==> src/rtl/head_table_wr_arb.sv <==
// Head table write-port arbiter: round-robin among write requesters, plus a
// full-table clear sweep that has priority over all requesters.
//
// state   | meaning
// ST_IDLE | arbitrate requesters, accept one write per cycle
// ST_INIT | sweep every address with a zero word, requesters stalled
module head_table_wr_arb #(
  parameter int A_WIDTH = 10,
  parameter int D_WIDTH = 17,
  parameter int NUM_REQ = 2
) (
  input  logic                         clk_i,
  input  logic                         rst_i,
  input  logic                         init_start_i,
  output logic                         init_busy_o,
  output logic                         init_done_o,
  input  logic [NUM_REQ-1:0]           req_valid_i,
  output logic [NUM_REQ-1:0]           req_ready_o,
  input  logic [NUM_REQ*A_WIDTH-1:0]   req_addr_i,
  input  logic [NUM_REQ*D_WIDTH-1:0]   req_data_i,
  output logic                         wr_en_o,
  output logic [A_WIDTH-1:0]           wr_addr_o,
  output logic [D_WIDTH-1:0]           wr_data_o
);

  localparam int LG_W = (NUM_REQ > 1) ? $clog2(NUM_REQ) : 1;
  localparam logic [A_WIDTH-1:0] CNT_LAST = '1;

  typedef enum logic {ST_IDLE, ST_INIT} state_t;

  state_t               r_state;
  state_t               w_state_nxt;
  logic [A_WIDTH-1:0]   r_cnt;
  logic [LG_W-1:0]      r_last_grant;
  logic [LG_W-1:0]      w_gidx;
  logic [LG_W-1:0]      w_idx;
  logic [NUM_REQ-1:0]   w_grant;
  logic                 w_found;
  logic                 w_xfer;
  logic [A_WIDTH-1:0]   w_sel_addr;
  logic [D_WIDTH-1:0]   w_sel_data;
  logic                 r_wr_en;
  logic [A_WIDTH-1:0]   r_wr_addr;
  logic [D_WIDTH-1:0]   r_wr_data;
  logic                 r_busy;
  logic                 r_done;

  always_comb begin
    w_state_nxt = r_state;
    w_grant     = '0;
    w_gidx      = r_last_grant;
    w_idx       = '0;
    w_found     = 1'b0;
    case (r_state)
      ST_IDLE: begin
        if (init_start_i) begin
          w_state_nxt = ST_INIT;
        end else if (!rst_i) begin
          // Search starts one past the last winner so every requester gets a turn.
          for (int k = 1; k <= NUM_REQ; k++) begin
            w_idx = LG_W'((int'(r_last_grant) + k) % NUM_REQ);
            if (!w_found && req_valid_i[w_idx]) begin
              w_grant[w_idx] = 1'b1;
              w_gidx         = w_idx;
              w_found        = 1'b1;
            end
          end
        end
      end
      ST_INIT: begin
        if (r_cnt == CNT_LAST) w_state_nxt = ST_IDLE;
      end
      default: w_state_nxt = ST_IDLE;
    endcase
  end

  assign w_xfer     = w_found;
  assign w_sel_addr = req_addr_i[int'(w_gidx)*A_WIDTH +: A_WIDTH];
  assign w_sel_data = req_data_i[int'(w_gidx)*D_WIDTH +: D_WIDTH];

  always_ff @(posedge clk_i or posedge rst_i) begin
    if (rst_i) begin
      r_state      <= ST_IDLE;
      r_cnt        <= '0;
      r_last_grant <= LG_W'(NUM_REQ - 1);
      r_wr_en      <= 1'b0;
      r_wr_addr    <= '0;
      r_wr_data    <= '0;
      r_busy       <= 1'b0;
      r_done       <= 1'b0;
    end else begin
      r_state <= w_state_nxt;
      r_wr_en <= 1'b0;
      r_done  <= 1'b0;
      case (r_state)
        ST_IDLE: begin
          if (init_start_i) begin
            r_cnt  <= '0;
            r_busy <= 1'b1;
          end else if (w_xfer) begin
            r_wr_en      <= 1'b1;
            r_wr_addr    <= w_sel_addr;
            r_wr_data    <= w_sel_data;
            r_last_grant <= w_gidx;
          end
        end
        ST_INIT: begin
          r_wr_en   <= 1'b1;
          r_wr_addr <= r_cnt;
          r_wr_data <= '0;
          r_cnt     <= r_cnt + A_WIDTH'(1);
          if (r_cnt == CNT_LAST) begin
            r_busy <= 1'b0;
            r_done <= 1'b1;
          end
        end
        default: ;
      endcase
    end
  end

  assign req_ready_o = w_grant;
  assign wr_en_o     = r_wr_en;
  assign wr_addr_o   = r_wr_addr;
  assign wr_data_o   = r_wr_data;
  assign init_busy_o = r_busy;
  assign init_done_o = r_done;

endmodule
==> config.mk <==
export PLATFORM = sky130hd
export DESIGN_NAME = head_table_wr_arb
export DESIGN_NICKNAME = d
export VERILOG_FILES = /design/src/rtl/head_table_wr_arb.sv
export SDC_FILE = /design/constraint.sdc
export NUM_CORES = 1
export LEC_CHECK = 0
export ABC_CLOCK_PERIOD_IN_PS = 2009
export BUFFER_PORTS_ARGS = -buffer_cell sky130_fd_sc_hd__buf_2
export CAP_MARGIN = 20
export CORE_UTILIZATION = 30
export CTS_CLUSTER_DIAMETER = 40
export DETAILED_ROUTE_END_ITERATION = 12
export PLACE_DENSITY = 0.6
export RECOVER_POWER = 100
export SYNTH_ARGS = -nofsm -noshare
export SYNTH_HDL_FRONTEND = slang
export SYNTH_SLANG_ARGS = --single-unit
==> constraint.sdc <==
create_clock -name clk_i -period 2.01 [get_ports clk_i]
set_clock_uncertainty 0.2 [all_clocks]
set_input_delay 0.201 -clock clk_i [delete_from_list [all_inputs] [get_ports clk_i]]
set_output_delay 0.201 -clock clk_i [all_outputs]
set_load 0.01 [all_outputs]
# [After elaboration in Yosys (flattened, before gate mapping)]
# Cells that the tools add are included.
[classes] n_addsub=3 mul=2 n_lt_le_gt_ge=4 n_eq_ne=5 shift=2 muxes=48 n_bitwise=3 n_reduce_logical=7
[ops] operator="case mux 10 bit (2 select lines)" count=2
[ops] operator="two-way mux 17 bit" count=2
[ops] operator="case mux 17 bit (2 select lines)" count=1
[ops] operator="variable part select 34 x 7 -> 17 bit" count=1
[ops] operator="two-way mux 10 bit" count=3
[ops] operator="two-way mux 1 bit" count=27
[ops] operator="variable part select 20 x 6 -> 10 bit" count=1
[ops] operator="two-way mux 2 bit" count=8
[ops] operator="adder 10 x 1 -> 10 bit (second input constant)" count=1
[ops] operator="== test 10 bit (second input constant)" count=1
[ops] operator="multiplier 1 x 5 -> 6 bit (second input constant)" count=1
[ops] operator="!= test 2 bit (second input constant)" count=3
[ops] operator="case mux 1 bit (2 select lines)" count=3
[ops] operator="< comparator 1 x 2 -> 1 bit (second input constant)" count=2
[ops] operator="multiplier 1 x 3 -> 4 bit (second input constant)" count=1
[ops] operator="AND reduction 2 bit" count=2
[ops] operator="logical AND 1 bit" count=3
[ops] operator="AND reduction 3 bit" count=1
[ops] operator="adder 1 bit (second input constant)" count=2
[ops] operator="demux 1 bit (select 1 bit)" count=2
[ops] operator="greater-or-equal comparator 1 bit (second input constant)" count=2
[ops] operator="!= test 2 x 1 -> 1 bit (second input constant)" count=1
[ops] operator="inverter 1 bit" count=2
[ops] operator="bitwise OR 2 bit" count=1
[ops] operator="logical NOT 1 bit" count=1
[totals] regBits=42 input_bits=59 output_inout_bits=32 word_cells=82

# [Depth between registers and ports, before layout]
# Gate-level depths: netlist of run 1.
[depth] ltp_word=18 depth_mapped=6 ltp_nobuf=5

# [Worst setup path before layout of run 1]
# No wires, ideal clock.
[synth_timing] path_kind="reg-to-reg" start="reg r_state" end="reg r_wr_data[0], in the netlist wr_data_o[0]" setup_time_ns=0.132 arrival_ns=1.424 t_required_ns=1.678 slack_ns=0.254 stages_incl_launch_ff=7 n_path_buf=2 synth_period_minus_slack_ns=1.756 cell_sequence="dfrtp_1 -> or3_1 -> o22ai_1 -> buf_6 -> buf_12 -> mux2i_1 -> o21ai_1"
[synth_between] elab_chain_cells=6 word_cells_on_any_way=11 classes_between="mul (1); eq/ne (2); shift (1); mux (5); bitwise (1); reduce/logical (1)"
[synth_rtl] element="start, declared" line_no="31" text="state_t r_state;"
[synth_rtl] element="start signal, assigned" line_no="92" text="r_state <= w_state_nxt;"
[synth_rtl] element="two-way mux 1 bit" line_no="54" text="case (r_state)"
[synth_rtl] element="multiplier 1 x 5 -> 6 bit" line_no="79" text="assign w_sel_data = req_data_i[int'(w_gidx)*D_WIDTH +: D_WIDTH];"
[synth_rtl] element="variable part select 34 x 7 -> 17 bit" line_no="79"
[synth_rtl] element="two-way mux 17 bit" line_no="100" text="end else if (w_xfer) begin"
[synth_rtl] element="two-way mux 17 bit" line_no="97" text="if (init_start_i) begin"
[synth_rtl] element="case mux 17 bit (2 select lines)" line_no="95" text="case (r_state)"
[synth_rtl] element="end signal, assigned" line_no="103" text="r_wr_data <= w_sel_data;"
[synth_rtl] element="end, declared" line_no="44" text="logic [D_WIDTH-1:0] r_wr_data;"
# Several ways; a longest one is shown, not always the timed one. The select of a mux whose other input is x is not followed.
# A chain may end at the register's enable or synchronous reset.

# [Worst setup path after layout of run 1]
[layout_timing] start="reg r_state" end="out req_ready_o[1]"
[layout_between] elab_chain_cells=1
[layout_rtl] element="two-way mux 2 bit" line_no="54"
[layout_rtl] element="end, declared" line_no="18" text="output logic [NUM_REQ-1:0] req_ready_o,"
# Every way passes these cells.

==> results.cfg, run 1 <==
[status]
status = finished, final reports clean

[flow_run]
drv_cap = 0

[cts]
cts_max_path_buffers = 2
cts.root.buffer_cell = clkbuf_8
cts_tree = done
numCtsBuffers = 5
cts.sinks = 42
clk_latency_ps = 290
h-tree-depth = 2
path_clk_slew_ps = 80

[detailed_routing]
first_pass_iters = 4
routedWlPerCell_um = 13.48
drt_wl_total_um = 5488
viasPerCell = 4.722
drc_errors = 0
first_iter_violations = 88
vias = 1922
ant_nets = 0

[floorplanning]
coreArea_um2 = 6314
dieArea_um2 = 6829
die_h_um = 82.64
io_pins = 91
start_util_pct = 30.90
placementRows = 29
die_w_um = 82.64

[setup_path]
arrival_ps = 1470
critPathMaxFanout = 5
reg2reg_depth = 5
crit-reg2reg-launch = r_state
r2r_end = wr_data_o[11]
setup.worst_path.start_class = register
end_kind = primary output
cp.required_ps = 1610
rrSetupSlack_ps = 170
crit_type = register to primary output

[sta]
period_needed_ps = 1867
worst_slack_ps = 143.3
hold_slack_ps = 4.507
max_freq_mhz = 535.7
relSlewSlack_pct = 55.50
drv_slew = 0
setup_violations = 0
worstMarginPinSlew_ps = 667.5
finalSetupTns_ps = 0
hold_viol = 0
grt_setup_unrepaired = no
post-route-period-util_pct = 92.87

[hold_path]
hp-start = req_addr_i[0]
whs_endpoint = wr_addr_o[0]
hp-class = primary input to register
hold_depth = 3

[yosys]
synth_fp_nets = 248
synth_cells = 188
seq_area_frac_synth_pct = 53.94
yosysUniqueCellTypes = 31
yosys_warnings = 0
ys.flop_type = dfrtp_1
synth_area_um2 = 1951
ys_ff_latch = 42
async_flop_share_pct = 100.0
synth_edf_count = 0
syn_area_per_cell_um2 = 10.38

[pwr]
p_int_mw = 1.698
vdd_drop_max_v = 0.0004665
p_switching_mw = 0.8455
power_frac_comb_pct = 29.9
p_per_area_nw_per_um2 = 844.6
p_clk_share_pct = 20.1
seqPwrFrac_pct = 50.0
switching_share_pct = 33.24
total_power_mw = 2.544
leakage_nw = 1.483

[cells_and_area]
fill_cells = 627
syn_to_final_growth_pct = 54.39
diodes = 0
final_layout_size_suffix_gt1_share_pct = 23.03
final_cell_area_um2 = 3012
final_nets = 390

[global_routing]
grtUsageMet3_pct = 3.407
overflow = 0
met1_usage_pct = 21.01
antenna_found_initial = 0
busiest_layer = met2
grt_pass1_vias = 1814
use_met2_pct = 27.85
grt_pass1_wl_um = 8376
grt_max_degree = 28
gr-usage-all-layers_pct = 16.61

[place]
post-place-ws_ps = 213.9
dpl.hpwl_um = 3565
port_buffers = 90
dpl_cell_area_um2 = 2529
gp_congestion = 0.7310
placed cells by master (no fill, tap or decap):
master,n
nor4b_2,1
ha_1,1
mux2_2,1
nand2_1,37
a21oi_2,1
o22ai_1,1
clkbuf_1,37
nand4_1,2
clkbuf_4,1
o21ai_0,19
or3_1,1
a22oi_1,19
or2_2,1
nor3_2,1
nand3_1,4
buf_12,1
and3_4,1
o21ai_1,1
and4_1,2
a21oi_1,4
inv_1,6
or2b_1,1
buf_2,58
buf_4,4
dfrtp_1,41
nand2b_1,2
nor2_1,5
dlygate4sd3_1,46
dfstp_2,1
mux2i_1,24
and2_1,1
clkbuf_8,5
per-layer routing:
metal	up-vias	wire (um)
li1	943	-
met4	0	104
met3	9	241
met5	-	0
met2	62	2666
met1	908	2475
power groups by stage:
stage	Sequential [mW]	Combinational (mW)	Clock [mW]
after floorplan	1.29	0.428	0
after global placement	1.28	0.714	0
after detailed placement	1.28	0.727	0
after CTS	1.27	0.800	0.537
after global routing	1.31	0.857	0.573
final	1.27	0.760	0.512
synth_stat cells, drive strengths merged, types with 2 or more instances:
library cell,number,share of area [%]
dfrtp,41,53
nand2,37,7.1
mux2i,24,12
o21ai,20,5.1
a22oi,19,7.3
buf,6,2.7
inv,6,1.2
a21oi,5,1.5
nor2,5,0.96
clkbuf,4,0.77
nand3,4,1.0
and4,2,0.90
nand2b,2,0.64
nand4,2,0.64
worst max path at each step:
stage	from	endpoint	slack, ps	depth (start not counted)
floorplan	r_state	wr_data_o[0]	250	6
global placement	rst_i	wr_data_o[0]	250	6
detailed placement	rst_i	wr_data_o[13]	210	6
CTS	r_state	req_ready_o[0]	50	4
global route	r_state	req_ready_o[0]	40	4
finish	r_state	req_ready_o[1]	140	3
critical path, stage by stage, from the launching register on:
cell,delay [ps]
dfrtp_1,410
nor4b_2,270
and2_1,310
clkbuf_1,190
stage by stage:
step | std cells | utilization (%)
5_1_grt | 407 | 47.70
2_1_floorplan | 188 | -
6_report | 407 | 47.70
4_1_cts | 407 | 48.67
3_3_place_gp | 354 | 40.05
3_5_place_dp | 354 | 40.05
state kept, by name (all words and copies together), names as in the netlist:
register,cells
init_done_o,1
init_busy_o,1
wr_data_o,17
wr_en_o,1
r_state,1
r_last_grant,1
wr_addr_o,10
r_cnt,10
logic make-up (layout without fill, tap and decap cells):
group	count (synthesis)	count (layout)	synth area share (%)
multiplexers	25	25	12.89
AO/OA/AOI/OAI	45	45	14.24
buffers and inverters	16	158	4.618
AND/OR/NAND/NOR	59	59	13.66
flip-flops	42	42	53.94
adder cells (fa/ha/maj)	1	1	0.6413
repair_timing:
item | 4_1_cts | 5_1_grt
endpoints found under the hold margin | 37 | 0
gates resized for setup | 2 | 2
setup buffers | 0 | 0
hold buffers | 46 | 0
endpoints found under the setup margin | 2 | 1
pin swaps | 0 | 0
final cells by class:
cell class	instances	area (um2)	area share, %
clock buffer	7	76.32	2.534
inverter	6	22.52	0.7478
sequential	42	1052	34.94
timing repair buffer	145	939.7	31.20
tap	77	96.34	3.199
multi-input combinational	130	824.5	27.38
Note: power is estimated with default switching activity, not from simulation.
==> run 2: changes to the inputs <==
--- a/constraint.sdc
+++ b/constraint.sdc
@@ -4,2 +4,2 @@
 set_output_delay 0.201 -clock clk_i [all_outputs]
-set_load 0.01 [all_outputs]
+set_load 0.1 [all_outputs]
==> run 2 against run 1 <==
- worst hold slack got worse by 1.6 ps
- clock-buffer cell count unchanged
- routed wire length about the same
- fmax is 1.5% lower
- design area fell by 0.42%
- global-route usage shrank 0.32 points
- critical path type unchanged
- sequential power barely moved
- setup slack lost 28 ps
- non-clock buffer count shrank 7
==> results.cfg, run 2 (same netlist as run 1, synthesis figures left out) <==
[setup_path]
setup.worst_path.start_class = register
end_kind = primary output
cp.required_ps = 1610
critPathMaxFanout = 5
crit_type = register to primary output
arrival_ps = 1490

[cts]
post-cts-setup-buffers = 0
numCtsBuffers = 5
cts_max_path_buffers = 2
path_clk_slew_ps = 80
cts_tree = done
clk_latency_ps = 300
h-tree-depth = 2
cts.sinks = 42
cts.root.buffer_cell = clkbuf_8

[sta]
drv_slew = 0
relSlewSlack_pct = 53.56
max_freq_mhz = 527.9
hold_viol = 0
post-route-period-util_pct = 94.24
grt_setup_unrepaired = no
setup_violations = 0
period_needed_ps = 1894
finalSetupTns_ps = 0
worstMarginPinSlew_ps = 696.6

[floorplanning]
placementRows = 29
dieArea_um2 = 6829
start_util_pct = 30.90
die_h_um = 82.64
coreArea_um2 = 6314
io_pins = 91
die_w_um = 82.64

[pwr]
p_int_mw = 1.747
seqPwrFrac_pct = 37.4
vdd_drop_max_v = 0.0009453
switching_share_pct = 48.66
total_power_mw = 3.402
p_per_area_nw_per_um2 = 1134
leakage_nw = 1.567
power_frac_comb_pct = 45.7
p_switching_mw = 1.656
p_clk_share_pct = 16.8

[detailed_routing]
vias = 1906
first_pass_iters = 4
ant_nets = 0
first_iter_violations = 100
drc_errors = 0
drt_wl_total_um = 5490
routedWlPerCell_um = 13.69
viasPerCell = 4.753

[global_routing]
gr-usage-all-layers_pct = 16.29
grt_pass1_vias = 1774
antenna_found_initial = 0
grt_max_degree = 32
overflow = 0
grt_pass1_wl_um = 8162

[hold_path]
hp-class = primary input to register

[place]
gp_congestion = 0.7639
dp.cells = 354
dpl.hpwl_um = 3686
dpl_cell_area_um2 = 2546
port_buffers = 90

[status]
status = finished, final reports clean

[cells_and_area]
finalCoreUtilization_pct = 47.50
diodes = 0
final_cells = 401
final_cell_area_um2 = 2999
layout_commonest_cell = buf_2
final_layout_size_suffix_gt1_share_pct = 33.64
final_cell_mix = buf_2 (58), dfrtp_1 (41), dlygate4sd3_1 (39)
syn_to_final_growth_pct = 53.75
final_nets = 383
largest_reg_flops = 17

[flow_run]
drv_cap = 0
[run 2: final cells by class]
cell class                      instances  area, um2
Fill cell                             616       3314
Sequential cell                        42       1052
Timing Repair Buffer                  138      915.9
Multi-Input combinational cell        130      820.8
Tap cell                               77      96.34
Clock buffer                            7      86.33
Inverter                                6      22.52
Clock inverter                          1      5.005
[run 2: worst paths after layout]
| path | startpoint | endpoint | slack, ps | depth (start not counted) |
|---|---|---|---|---|
| worst max-delay path | r_state | req_ready_o[1] | 120 | 3 |
| worst min-delay path | req_data_i[29] | wr_data_o[12] | 3 | 3 |
| worst max register to register | r_state | wr_addr_o[0] | 160 | 5 |
| worst min register to register | wr_data_o[4] | wr_data_o[4] | 280 | 2 |
| max in group asynchronous | rst_i | wr_data_o[10] | 280 | 4 |
| min in group asynchronous | rst_i | wr_data_o[7] | 300 | 3 |
[run 2: per-layer routing]
metal | wire, um | vias to the layer above | global-route usage [%]
met5 | 0 | - | 0
met4 | 131 | 0 | 8.103
met3 | 249 | 10 | 3.187
met2 | 2709 | 57 | 27.11
met1 | 2400 | 907 | 20.07
li1 | - | 932 | -
[run 2: per-stage QoR]
step / hold slack (ps) / worst slack (ps)
final: 2.869 / 115.8
after global routing: 43.43 / 10.54
after CTS: 0.7397 / 83.65
after detailed placement: -3.918 / 164.8
after global placement: -11.28 / 223.7
after floorplan: 129.1 / 174.0
[run 2: critical path, cell delays in order (launching register included)]
cell and delay, ps:
dfrtp_1 430, nor4b_2 280, and2_1 280, buf_12 210
[run 2: power groups by stage]
stage | sequential (mW) | combinational (mW) | clock (mW)
finish | 1.27 | 1.56 | 0.572
global route | 1.30 | 1.67 | 0.619
CTS | 1.26 | 1.58 | 0.583
detailed placement | 1.28 | 1.52 | 0
global placement | 1.27 | 1.50 | 0
floorplan | 2.07 | 0.429 | 0
[run 2: timing repair]
action / 4_1_cts / 5_1_grt
hold buffers: 39 / 0
endpoints found under the hold margin: 60 / 0
gates resized for setup: 1 / 0
setup endpoints to repair: 1 / 0
==> run 3: changes to the inputs <==
ABC_AREA = 1   (was default)
PLACE_DENSITY = 0.58   (was 0.6)
SKIP_LAST_GASP = 1   (was default)
==> run 3 against run 2 <==
- setup slack gained 23 ps
- sequential share of layout area down 1.9 points
- sequential power decreased by 13%
- final cell count increased by 31%
- first-iteration DRC count is 66% lower
- area after synthesis up 17%
- total power decreased by 15%
- routed wire length grew 3.7%
- sequential cell count stayed put
- global-route usage down 1.3 points
- worst hold slack improved by 10 ps
- combinational power is 22% lower
- highest routed layer unchanged
==> results.cfg, run 3 <==
[setup_path]
setup.worst_path.start_class = register
arrival_ps = 1470
cp.required_ps = 1610
reg2reg_depth = 8
r2r_end = wr_data_o[15]
crit-reg2reg-launch = r_state
crit_type = register to primary output
worstPathCellList = clkinv_2, nand3_1, a21oi_1, clkbuf_4
critPathMaxFanout = 16
end_kind = primary output
rrSetupSlack_ps = 220
slowest_stage = dfrtp_1
critPathMaxStageDelay_ps = 390

[detailed_routing]
first_pass_iters = 4
drt_wl_total_um = 5692
first_iter_violations = 34
ant_nets = 0
drc_errors = 0
routedWlPerCell_um = 10.86
vias = 2239
viasPerCell = 4.273

[yosys]
ys_top_cells_by_count = nand2_1 (94), inv_1 (51), dfrtp_1 (41)
yosysUniqueCellTypes = 27
synth_area_leaders = dfrtp_1 (45%), nand2_1 (15%), inv_1 (8.4%)
ys.flop_type = dfrtp_1
yosysMostFrequentCell = nand2_1
synth_cells = 306
syn_area_per_cell_um2 = 7.479
synth_area_um2 = 2288
seq_area_frac_synth_pct = 45.98
synth_top_area_share_pct = 44.83
async_flop_share_pct = 100.0
ys_ff_latch = 42
synth_top_area_cell = dfrtp_1
yosys_warnings = 0
synth_edf_count = 0
synth_fp_nets = 366

[cts]
cts_tree = done
clk_latency_ps = 290
numCtsBuffers = 5
cts.root.buffer_cell = clkbuf_8
post-cts-setup-buffers = 0
h-tree-depth = 2
cts.sinks = 42
path_clk_slew_ps = 80
cts_max_path_buffers = 2

[floorplanning]
coreArea_um2 = 7331
start_util_pct = 31.22
die_w_um = 89.34
io_pins = 91
placementRows = 31
dieArea_um2 = 7982
die_h_um = 89.34

[sta]
grt_setup_unrepaired = no
hold_viol = 0
finalSetupTns_ps = 0
worst_slack_ps = 138.8
relSlewSlack_pct = 49.46
drv_slew = 0
period_needed_ps = 1871
hold_slack_ps = 13.12
post-route-period-util_pct = 93.09
max_freq_mhz = 534.4
worstMarginPinSlew_ps = 757.3
setup_violations = 0

[global_routing]
grt_pass1_wl_um = 9252
antenna_found_initial = 0
gr-usage-all-layers_pct = 15.04
overflow = 0
grt_max_degree = 32
grt_pass1_vias = 2009

[cells_and_area]
final_cell_area_um2 = 3168
final_cell_mix = nand2_1 (96), buf_2 (57), inv_1 (51)
diodes = 0
final_nets = 484
final_layout_size_suffix_gt1_share_pct = 27.06
final_cells = 524
layout_commonest_cell = nand2_1
syn_to_final_growth_pct = 38.44
largest_reg_flops = 17

[hold_path]
whs_endpoint = wr_data_o[2]
hp-start = req_data_i[19]
hp-class = primary input to register
hold_depth = 5

[flow_run]
drv_cap = 0

[place]
dpl_cell_area_um2 = 2860
dp.cells = 490
gp_congestion = 0.7892
dpl.hpwl_um = 4084
post-place-ws_ps = 265.1
port_buffers = 90

[pwr]
vdd_drop_max_v = 0.0002890
leakage_nw = 1.669
p_per_area_nw_per_um2 = 914.4

[status]
status = finished, final reports clean
[run 3: cell types whose count changed in the layout (fill, tap and decap cells not counted), moves of 3 or more]
cell	previous run	this run
nor2_1	5	34
nand3_1	4	14
dlygate4sd3_1	39	26
o21bai_2	0	5
o21bai_1	0	3
mux2i_1	24	0
o21ai_1	0	3
inv_1	6	51
a22oi_1	19	0
o22ai_1	0	7
nand2_1	37	96
[run 3: how the worst max path moves through the flow]
stage / start / to / slack, ps / depth (start not counted)
after floorplan: r_state / req_ready_o[1] / -480 / 3
after global routing: r_state / wr_data_o[5] / 50 / 8
after CTS: r_state / req_ready_o[1] / 60 / 4
final: r_state / req_ready_o[1] / 140 / 4
after global placement: r_state / wr_addr_o[1] / 300 / 7
after detailed placement: r_state / wr_data_o[15] / 270 / 7
[run 3: per-stage QoR]
step	utilization (%)	power (mW)
floorplan	-	2.082
global placement	39.02	2.313
detailed placement	39.02	2.326
CTS	43.81	2.940
global route	43.22	3.065
finish	43.22	2.897
[run 3: critical path: cells and delay by family, from the launching register on]
| kind | cells | cell delay [ps] |
|---|---|---|
| AOI/OAI and AO/OA | 1 | 130 |
| buffers and inverters | 2 | 520 |
| DFF | 1 | 390 |
| and+or+nand+nor | 1 | 140 |
[run 3: cell type report]
class                           instances  area [um2]
Fill cell                             770        4163
Inverter                               53       200.2
Timing Repair Buffer                  122       772.0
Clock buffer                            7       86.33
Sequential cell                        42        1052
Multi-Input combinational cell        200       928.4
Tap cell                               99       123.9
Clock inverter                          1       5.005
[run 3: power by group]
group	switching, mW	internal [mW]
registers	0.113	1.00
clock network	0.282	0.277
logic	0.903	0.320
total	1.30	1.60
[run 3: repair_timing]
item / 4_1_cts / 5_1_grt
resized for setup: 0 / 1
endpoints found under the hold margin: 43 / 0
hold buffers: 26 / 0
setup endpoints to repair: 0 / 1
[run 3: layer usage]
metal	up-vias	wire length, um	part of all wire (%)	track usage [%]
met3	6	282	5.0	3.324
li1	1170	-	-	-
met4	0	64	1.1	4.473
met5	-	0	0	0
met2	58	2761	49	26.02
met1	1005	2584	45	18.76
[run 3: logic make-up after synthesis]
group | synth area share (%)
and+or+nand+nor | 28.32
AOI/OAI and AO/OA | 12.36
adders and majority gates | 0.5467
buffers and inverters | 12.79
DFF | 45.98
